==> config.mk <==
export PLATFORM = sky130hd
export DESIGN_NAME = noc_local_port
export DESIGN_NICKNAME = d
export VERILOG_FILES = /design/src/rtl/noc_pkg.sv /design/src/rtl/noc_flit_fifo.sv /design/src/rtl/noc_local_port.sv
export SDC_FILE = /design/constraint.sdc
export NUM_CORES = 1
export LEC_CHECK = 0
export CAP_MARGIN = 10
export CORE_UTILIZATION = 45
export DETAILED_ROUTE_END_ITERATION = 16
export PLACE_DENSITY = 0.67
export SLEW_MARGIN = 20
export SYNTH_ARGS = -nofsm -noshare
export SYNTH_HDL_FRONTEND = slang
export SYNTH_HIERARCHICAL = 1
export SYNTH_SLANG_ARGS = --single-unit
export TNS_END_PERCENT = 5
==> constraint.sdc <==
create_clock -name clk_i -period 7.5 [get_ports clk_i]
set_input_delay 0.75 -clock clk_i [delete_from_list [all_inputs] [get_ports clk_i]]
set_output_delay 0.75 -clock clk_i [all_outputs]
set_load 0.01 [all_outputs]
==> src/rtl/noc_pkg.sv <==
// Shared NoC flit helpers: field widths/offsets, bus size and destination-XY extraction.
// Flit layout, MSB first: {src_x, src_y, src_local[2:0], dst_x, dst_y, dst_local[2:0], data}.
package noc_pkg;

    localparam int LOCAL_W = 3;
    localparam int MAX_BUS = 512;

    function automatic int hdr_width(input int sx, input int sy);
        return 2 * sx + 2 * sy + 2 * LOCAL_W;
    endfunction

    function automatic int bus_size(input int dw, input int sx, input int sy);
        return dw + hdr_width(sx, sy);
    endfunction

    // LSB of the {dst_x, dst_y} pair, just above dst_local.
    function automatic int dst_lsb(input int dw);
        return dw + LOCAL_W;
    endfunction

    function automatic int src_lsb(input int dw, input int sx, input int sy);
        return dw + LOCAL_W + sx + sy + LOCAL_W;
    endfunction

    function automatic logic [31:0] node_xy(input int x, input int y, input int sy);
        return 32'((x << sy) | y);
    endfunction

    function automatic logic [31:0] dst_xy(input logic [MAX_BUS-1:0] flit, input int dw,
                                           input int sx, input int sy);
        logic [31:0] xy;
        xy = '0;
        for (int i = 0; i < 32; i++) begin
            if (i < sx + sy) xy[i] = flit[dst_lsb(dw) + i];
        end
        return xy;
    endfunction

endpackage

==> src/rtl/noc_flit_fifo.sv <==
// Show-ahead synchronous FIFO: head is valid on rd_data whenever empty is low.
module noc_flit_fifo #(
    parameter int WIDTH      = 66,
    parameter int DEPTH_LOG2 = 2
) (
    input  logic                  clk,
    input  logic                  rst_n,
    input  logic                  wr_en,
    input  logic [WIDTH-1:0]      wr_data,
    input  logic                  rd_en,
    output logic [WIDTH-1:0]      rd_data,
    output logic                  full,
    output logic                  empty,
    output logic [DEPTH_LOG2:0]   count
);

    localparam int DEPTH = 1 << DEPTH_LOG2;
    localparam logic [DEPTH_LOG2:0]   CNT_ONE  = 1;
    localparam logic [DEPTH_LOG2:0]   CNT_FULL = DEPTH;
    localparam logic [DEPTH_LOG2-1:0] PTR_ONE  = 1;

    logic [WIDTH-1:0]      mem [DEPTH];
    logic [DEPTH_LOG2-1:0] wr_ptr_reg, rd_ptr_reg;
    logic [DEPTH_LOG2:0]   count_reg;
    logic                  do_wr, do_rd;

    // Full/empty come from the registered count only, so a pop never frees a slot for a same-edge write.
    assign full  = (count_reg == CNT_FULL);
    assign empty = (count_reg == '0);
    assign count = count_reg;
    assign do_wr = wr_en && !full;
    assign do_rd = rd_en && !empty;
    assign rd_data = mem[rd_ptr_reg];

    always_ff @(posedge clk or negedge rst_n) begin
        if (!rst_n) begin
            wr_ptr_reg <= '0;
            rd_ptr_reg <= '0;
            count_reg  <= '0;
        end else begin
            if (do_wr) wr_ptr_reg <= wr_ptr_reg + PTR_ONE;
            if (do_rd) rd_ptr_reg <= rd_ptr_reg + PTR_ONE;
            case ({do_wr, do_rd})
                2'b10:   count_reg <= count_reg + CNT_ONE;
                2'b01:   count_reg <= count_reg - CNT_ONE;
                default: count_reg <= count_reg;
            endcase
        end
    end

    always_ff @(posedge clk) begin
        if (do_wr) mem[wr_ptr_reg] <= wr_data;
    end

endmodule

==> src/rtl/noc_local_port.sv <==
// Manager <-> router local-port adapter with TX/RX FIFOs, local loopback and misroute drop.
// Define NOC_LOCAL_PORT_STATS_EN to add saturating tx/rx/drop counters and their stat ports.
module noc_local_port
    import noc_pkg::*;
#(
    parameter int NOC_X          = 0,
    parameter int NOC_Y          = 0,
    parameter int SOC_SIZE_X     = 1,
    parameter int SOC_SIZE_Y     = 1,
    parameter int NOC_DATA_WIDTH = 56,
    parameter int TX_DEPTH_LOG2  = 2,
    parameter int RX_DEPTH_LOG2  = 2,
    localparam int NOC_BUS_SIZE  = bus_size(NOC_DATA_WIDTH, SOC_SIZE_X, SOC_SIZE_Y)
) (
    input  logic                    clk_i,
    input  logic                    rst_n_i,
    input  logic [NOC_BUS_SIZE-1:0] noc_din_i,
    input  logic                    noc_wr_i,
    output logic                    noc_wait_o,
    output logic [NOC_BUS_SIZE-1:0] noc_dout_o,
    output logic                    noc_nd_o,
    input  logic                    noc_rd_i,
    output logic [NOC_BUS_SIZE-1:0] rtr_tx_data_o,
    output logic                    rtr_tx_wr_o,
    input  logic                    rtr_tx_wait_i,
    input  logic [NOC_BUS_SIZE-1:0] rtr_rx_data_i,
    input  logic                    rtr_rx_wr_i,
    output logic                    rtr_rx_wait_o
`ifdef NOC_LOCAL_PORT_STATS_EN
    ,
    output logic [15:0]             stat_tx_cnt_o,
    output logic [15:0]             stat_rx_cnt_o,
    output logic [15:0]             stat_drop_cnt_o
`endif
);

    localparam logic [31:0] LOCAL_XY = node_xy(NOC_X, NOC_Y, SOC_SIZE_Y);

    logic [NOC_BUS_SIZE-1:0] tx_head, rx_head, rx_wdata;
    logic [TX_DEPTH_LOG2:0]  tx_count;
    logic [RX_DEPTH_LOG2:0]  rx_count;
    logic tx_full, tx_empty, rx_full, rx_empty;
    logic tx_head_local, rx_in_local, tx_send, loop_go, tx_pop, rtr_accept, rx_wr;
    logic unused_counts;

    assign unused_counts = ^{tx_count, rx_count};

    assign tx_head_local = (dst_xy(MAX_BUS'(tx_head), NOC_DATA_WIDTH, SOC_SIZE_X, SOC_SIZE_Y) == LOCAL_XY);
    assign rx_in_local   = (dst_xy(MAX_BUS'(rtr_rx_data_i), NOC_DATA_WIDTH, SOC_SIZE_X, SOC_SIZE_Y) == LOCAL_XY);

    assign rtr_tx_wr_o   = !tx_empty && !tx_head_local;
    assign rtr_tx_data_o = rtr_tx_wr_o ? tx_head : '0;
    assign tx_send       = rtr_tx_wr_o && !rtr_tx_wait_i;

    // Router writes win the RX port; a local head waits for a cycle with no router strobe.
    assign loop_go    = !tx_empty && tx_head_local && !rx_full && !rtr_rx_wr_i;
    assign tx_pop     = tx_send || loop_go;
    assign rtr_accept = rtr_rx_wr_i && !rx_full;
    assign rx_wr      = (rtr_accept && rx_in_local) || loop_go;
    assign rx_wdata   = rtr_rx_wr_i ? rtr_rx_data_i : tx_head;

    assign noc_wait_o    = tx_full;
    assign rtr_rx_wait_o = rx_full;
    assign noc_nd_o      = !rx_empty;
    assign noc_dout_o    = rx_empty ? '0 : rx_head;

    noc_flit_fifo #(.WIDTH(NOC_BUS_SIZE), .DEPTH_LOG2(TX_DEPTH_LOG2)) u_tx_fifo (
        .clk     (clk_i),
        .rst_n   (rst_n_i),
        .wr_en   (noc_wr_i),
        .wr_data (noc_din_i),
        .rd_en   (tx_pop),
        .rd_data (tx_head),
        .full    (tx_full),
        .empty   (tx_empty),
        .count   (tx_count)
    );

    noc_flit_fifo #(.WIDTH(NOC_BUS_SIZE), .DEPTH_LOG2(RX_DEPTH_LOG2)) u_rx_fifo (
        .clk     (clk_i),
        .rst_n   (rst_n_i),
        .wr_en   (rx_wr),
        .wr_data (rx_wdata),
        .rd_en   (noc_rd_i),
        .rd_data (rx_head),
        .full    (rx_full),
        .empty   (rx_empty),
        .count   (rx_count)
    );

`ifdef NOC_LOCAL_PORT_STATS_EN
    logic [2:0] stat_inc;
    assign stat_inc = {rtr_accept && !rx_in_local, rx_wr, tx_send};

    for (genvar gi = 0; gi < 3; gi++) begin : g_stat
        logic [15:0] cnt_reg;
        always_ff @(posedge clk_i or negedge rst_n_i) begin
            if (!rst_n_i)                             cnt_reg <= '0;
            else if (stat_inc[gi] && cnt_reg != 16'hFFFF) cnt_reg <= cnt_reg + 16'd1;
        end
    end

    assign stat_tx_cnt_o   = g_stat[0].cnt_reg;
    assign stat_rx_cnt_o   = g_stat[1].cnt_reg;
    assign stat_drop_cnt_o = g_stat[2].cnt_reg;
`else
    // Without counters a misrouted flit is simply accepted and never written to RX.
`endif

endmodule

# Yosys cells after proc, flatten, opt, wreduce, memory -nomap -nowiden
# Memory sizes are Yosys's and may differ from the RTL's.
# Cells that the tools add are included.
# Widths: inputs -> output; s select.
dict set report totals {
  ff_bits 14
  latch_bits 0
  mem_bits_rw 528
  rom_bits 0
  in_bits 138
  output_inout_bits 136
  wordCells 57
  n_memories 2
}
# name depth word_bits read_ports rd_ports_with_merged_regs wr line_no
set memory_table {}
lappend memory_table {u_rx_fifo.mem 4 66 1 0 1 noc_flit_fifo.sv:22} ;# logic [WIDTH-1:0] mem [DEPTH];
lappend memory_table {u_tx_fifo.mem 4 66 1 0 1 noc_flit_fifo.sv:22}
dict set report classes {
  add_sub_neg 8
  n_mul 0
  n_div 0
  magnitude_cmp 0
  eq_ne 6
  shifts 0
  muxes 9
  bitwise_logic 0
  n_reduce_logical 26
}
# cell n
set op_table {}
lappend op_table {{$mux 66} 3}
lappend op_table {{$pmux 3 s2} 2}
lappend op_table {{$logic_and 1x1->1} 11}
lappend op_table {{$add 2x1->2 const B} 4}
lappend op_table {{$logic_not 1->1} 7}
lappend op_table {{$add 3x1->3 const B} 2}
lappend op_table {{$eq 3x3->1 const B} 2}
lappend op_table {{$logic_not 3->1} 2}
lappend op_table {{$sub 3x1->3 const B} 2}
lappend op_table {{$eq 2x1->1 const B} 2}
lappend op_table {{$eq 2x2->1 const B} 2}
lappend op_table {{$logic_not 2->1} 2}
lappend op_table {{$mux 1} 4}
lappend op_table {{$reduce_bool 2->1} 2}
lappend op_table {{$logic_or 1x1->1} 2}

# Longest topological paths before layout
dict set report depth {
  ltp_word 9
  ltp_mapped 14
  mapped_depth_nobuf 11
}

# By module
# The synthesis kept the hierarchy.
# module n_inst cells_each area_each_um2
set modules_own_cells {}
lappend modules_own_cells {noc_flit_fifo 2 382 9960.8}
lappend modules_own_cells {noc_local_port 1 228 1756.7}

# Least setup slack after synthesis
# OpenSTA, ideal clock, no wires.
dict set report synth_timing {
  path_kind {register to register}
  start {register u_tx_fifo.rd_ptr_reg[0]}
  end {memory u_rx_fifo.mem[0][0], enable pin}
  setup_time_ns 0.431
  arrival_time_ns 3.808
  slack_ns 3.261
  path_stages_with_launch 9
  period_less_slack_ns 4.239
  cell_sequence {dfrtp_1 > buf_6 > buf_12 > buf_12 > mux4_2 > or4_1 > a21oi_1 > nor2b_1 > and2_1}
}
dict set report synth_between {
  elab_chain_len 9
}
# item line_no
set synth_lines {}
lappend synth_lines {{from (decl)} noc_flit_fifo.sv:23} ;# logic [DEPTH_LOG2-1:0] wr_ptr_reg, rd_ptr_reg;
lappend synth_lines {{from (signal assigned)} noc_flit_fifo.sv:42} ;# if (do_rd) rd_ptr_reg <= rd_ptr_reg + PTR_ONE;
lappend synth_lines {{$mem_v2 4x66} n/a}
lappend synth_lines {{via tx_head[60]} noc_local_port.sv:39} ;# logic [NOC_BUS_SIZE-1:0] tx_head, rx_head, rx_wdata;
lappend synth_lines {{$logic_not 2->1} noc_local_port.sv:48} ;# assign tx_head_local = (dst_xy(MAX_BUS'(tx_head), NOC_DATA_WIDTH, SOC_SIZE_X, SOC_SIZE_Y) == LOCAL_XY);
lappend synth_lines {{$logic_and 1x1->1 (3 in a row)} noc_local_port.sv:56} ;# assign loop_go = !tx_empty && tx_head_local && !rx_full && !rtr_rx_wr_i;
lappend synth_lines {{$logic_or 1x1->1} noc_local_port.sv:59} ;# assign rx_wr = (rtr_accept && rx_in_local) || loop_go;
lappend synth_lines {{via rx_wr} noc_local_port.sv:43} ;# logic tx_head_local, rx_in_local, tx_send, loop_go, tx_pop, rtr_accept, rx_wr;
lappend synth_lines {{$logic_and 1x1->1} noc_flit_fifo.sv:31} ;# assign do_wr = wr_en && !full;
lappend synth_lines {{$mux 1} noc_flit_fifo.sv:52} ;# if (do_wr) mem[wr_ptr_reg] <= wr_data;
lappend synth_lines {{$mux 1 (implied by the code)} noc_flit_fifo.sv:52}
lappend synth_lines {{to (decl)} noc_flit_fifo.sv:22}
# The timed path passes the listed nets, and every way through them passes these cells.

# Final worst setup path
dict set report layout_timing {
  start {register u_tx_fifo.rd_ptr_reg[0]}
  end {output rtr_tx_data_o[19]}
}
dict set report layout_between {
  elab_chain_len 5
}
# item line_no
set layout_lines {}
lappend layout_lines {{$mem_v2 4x66} n/a}
lappend layout_lines {{via tx_head[60]} noc_local_port.sv:39}
lappend layout_lines {{$logic_not 2->1} noc_local_port.sv:48}
lappend layout_lines {{$logic_not 1->1} noc_local_port.sv:51} ;# assign rtr_tx_wr_o = !tx_empty && !tx_head_local;
lappend layout_lines {{$logic_and 1x1->1} noc_local_port.sv:51}
lappend layout_lines {{$mux 66} noc_local_port.sv:52} ;# assign rtr_tx_data_o = rtr_tx_wr_o ? tx_head : '0;
lappend layout_lines {{to (decl)} noc_local_port.sv:23} ;# output logic [NOC_BUS_SIZE-1:0] rtr_tx_data_o,
# The timed path passes the listed nets, and every way through them passes these cells.

==> impl_metrics.toml <==
[outcome]
status = "complete, no violations"

[clock_network]
cts_resized = 0
cts_tree = "done"
ctsHoldBuffers = 0
cts_max_level = 2
worstSkewPairLatency_ns = 0.59
numCtsBuffers = 54
root_buffer = "clkbuf_16"
clk_pin_slew_ns = 0.06
cts_max_path_buffers = 3
cts.sinks = 542
postCtsSetupBuffers = 0

[sta]
finalSetupViolations = 0
setup_ws_ns = 3.15
fin_crit_ns = 4.35
fin_crit_sh_pct = 58.0
finalSetupTns_ns = 0
clock_skew_ns = 0.0211
hold_violations = 0
worstMarginPinSlew_ns = 1.11
max_freq_ghz = 0.230
slew_viol_final = 0
rsz0062_at_grt = "no"
slew_headroom_pct = 25.8

[detailed_routing]
avgRoutedWirePerCell_um = 23.5
dr.first_iter.drc_count = 833
drtAntennaViolNets = 0
first_pass_iters = 5
drc = 0
num_vias = 10329
totalWireLength_um = 45400
via_per_inst = 5.34

[yosys]
muxShareOfSynthArea_pct = 17.3
netlist_instances = 992
synth_adder_area_share_pct = 0.762
yosys-top-cells-area = "edfxtp_1 73%, mux4_2 14%, mux2_2 3.5%"
async_flop_share_pct = 2.58
synthTopCellsByCount = "528 x edfxtp_1, 132 x mux4_2, 72 x and2_1"
yosysMostFrequentCell = "edfxtp_1"
synthFlopType = "edfxtp_1"
synth_edf_count = 528
synth_warnings = 6
synth_nets = 1142
synthSimpleGateAreaFrac_pct = 4.51
synth_compound_area_share_pct = 0.208
synth_top_area_share_pct = 73.1
avgSynthCellArea_um2 = 21.9
synth_top_area_cell = "edfxtp_1"
synth_xor_area_share_pct = 0.485
synth_seq_area_share_pct = 74.8
synth_area_um2 = 21700
synth_top_family_by_area = "multiplexers"
postSynthRegisterBits = 542
synth_cell_types = 29

[worst_setup_path]
worstPathRequired_ns = 6.75
worstReg2RegStart = "u_tx_fifo/rd_ptr_reg[0]$_DFFE_PN0P_"
worstSetupPathType = "reg -> out"
r2r_cells = 5
r2r_end = "u_rx_fifo/mem[2][37]$_DFFE_PP_"
crit_arrival_ns = 3.60
rrSetupSlack_ns = 3.55
start_kind = "register"
critPathMaxFanout = 35
endpoint_kind = "primary output"

[pwr]
intPower_uw = 7830
power_frac_seq_pct = 39.3
peakVddDrop_mv = 0.236
clkPwrFrac_pct = 23.0
switching_share_pct = 30.0
p_switching_uw = 3360
power.density_nw_per_um2 = 420
leakage_uw = 0.00866
comb_power_share_pct = 37.7

[global_routing]
grt_overflow = 0
grt_pass1_wl_um = 68500
grt_pass1_vias = 11054
grt_use_total_pct = 18.9
grt_max_degree = 68
antenna_found_initial = 2

[floorplan]
die_h_um = 221
rows = 80
num_io_pins = 274
initial_core_util_pct = 45.5
die_w_um = 221
die_area_um2 = 49100
core_area_um2 = 47600

[flow_run]
cap_violations = 0

[placed_design]
place_inst = 1839
dp_hpwl_um = 27400
place_congestion = 0.699
io_buffer_count = 273
pre_cts_ws_ns = 3.53
placedInstanceArea_um2 = 24900

[cells_and_area]
fin_area_um2 = 26600
ff_latch_area_um2 = 16200
finalNetCount = 1430
nFillCells = 3677
fin_util_pct = 55.9
area_growth_pct = 22.9
largest_registers = "u_rx_fifo/mem (264), u_tx_fifo/mem (264)"
multi_input_area_um2 = 5080
drive_gt1_share_pct = 23.1
stdcell_count = 1936

[min_path]
hold-path-cell-count = 1
whs_endpoint = "u_tx_fifo/count[2]$_DFFE_PN0P_"
min_from = "u_tx_fifo/count[2]$_DFFE_PN0P_"
hold_class = "reg -> reg"
-- routing by layer --
layer / vias to the layer above / share of wire, % / GRT usage [%]
li1: 4578 / - / -
met1: 5422 / 44 / 26.3
met2: 274 / 50 / 31.5
met3: 55 / 4.7 / 3.36
met4: 0 / 1.7 / 4.48
met5: - / 0 / 0
-- worst max path at each step --
| stage | startpoint | to |
|---|---|---|
| floorplan | u_tx_fifo/rd_ptr_reg[0]$_DFFE_PN0P_ | u_rx_fifo/mem[0][0]$_DFFE_PP_ |
| global placement | u_tx_fifo/rd_ptr_reg[0]$_DFFE_PN0P_ | u_rx_fifo/mem[1][39]$_DFFE_PP_ |
| detailed placement | u_tx_fifo/rd_ptr_reg[0]$_DFFE_PN0P_ | u_rx_fifo/mem[1][39]$_DFFE_PP_ |
| CTS | u_tx_fifo/rd_ptr_reg[0]$_DFFE_PN0P_ | rtr_tx_data_o[16] |
| global route | u_tx_fifo/rd_ptr_reg[0]$_DFFE_PN0P_ | rtr_tx_data_o[19] |
| finish | u_tx_fifo/rd_ptr_reg[0]$_DFFE_PN0P_ | rtr_tx_data_o[19] |
-- layout by cell type, fill, tap and decap left out, types with 3 or more instances in the layout --
| cell | n |
|---|---|
| and2_1 | 64 |
| and2_4 | 8 |
| and2b_1 | 21 |
| buf_4 | 10 |
| bufinv_16 | 3 |
| clkbuf_1 | 14 |
| clkbuf_16 | 57 |
| clkdlybuf4s50_1 | 272 |
| clkinv_1 | 3 |
| clkinv_2 | 14 |
| clkinvlp_4 | 3 |
| dfrtp_1 | 10 |
| dfrtp_4 | 4 |
| edfxtp_1 | 528 |
| ha_1 | 10 |
| inv_1 | 13 |
| mux2_2 | 68 |
| mux4_2 | 132 |
| nor2b_1 | 49 |
| xnor2_1 | 6 |
| xor2_1 | 6 |
-- power groups by stage --
| stage | logic, uW | clock network [uW] | registers (uW) |
|---|---|---|---|
| CTS | 4320 | 2640 | 4420 |
| floorplan | 2570 | 0 | 4240 |
| finish | 4220 | 2570 | 4400 |
| global placement | 4280 | 0 | 4450 |
| detailed placement | 4300 | 0 | 4480 |
| global route | 4520 | 2740 | 4460 |
-- critical path, stage by stage (launching register included) --
cell             delay [ns]
dfrtp_4                0.78
mux4_2                 0.40
o21ba_2                0.65
buf_4                  0.42
and2_1                 0.18
clkdlybuf4s50_1        0.54
-- area by class of cell --
class | instances | area share [%]
diodes | 1 | 0.00940
clock buffers | 72 | 5.60
clock inverters | 24 | 0.761
inverters | 13 | 0.183
multi-input cells | 385 | 19.1
flip-flops and latches | 542 | 60.9
well taps | 615 | 2.89
repair buffers | 284 | 10.6
-- metrics by stage --
step,power (uW),hold WS (ns)
2_1_floorplan,6810,0.454
3_3_place_gp,8720,0.506
3_5_place_dp,8780,0.514
4_1_cts,11400,0.522
5_1_grt,11700,0.538
6_report,11200,0.524
-- cell families (layout without fill, tap and decap cells) --
kind of cell,count (synthesis),after routing
AO/OA/AOI/OAI,6,6
XOR/XNOR,12,12
adder cells (fa/ha/maj),12,12
buffers and inverters,65,393
flip-flops,542,542
multiplexers,202,202
other,0,1
AND/OR/NAND/NOR,153,153
(Power assumes the default switching activity.)
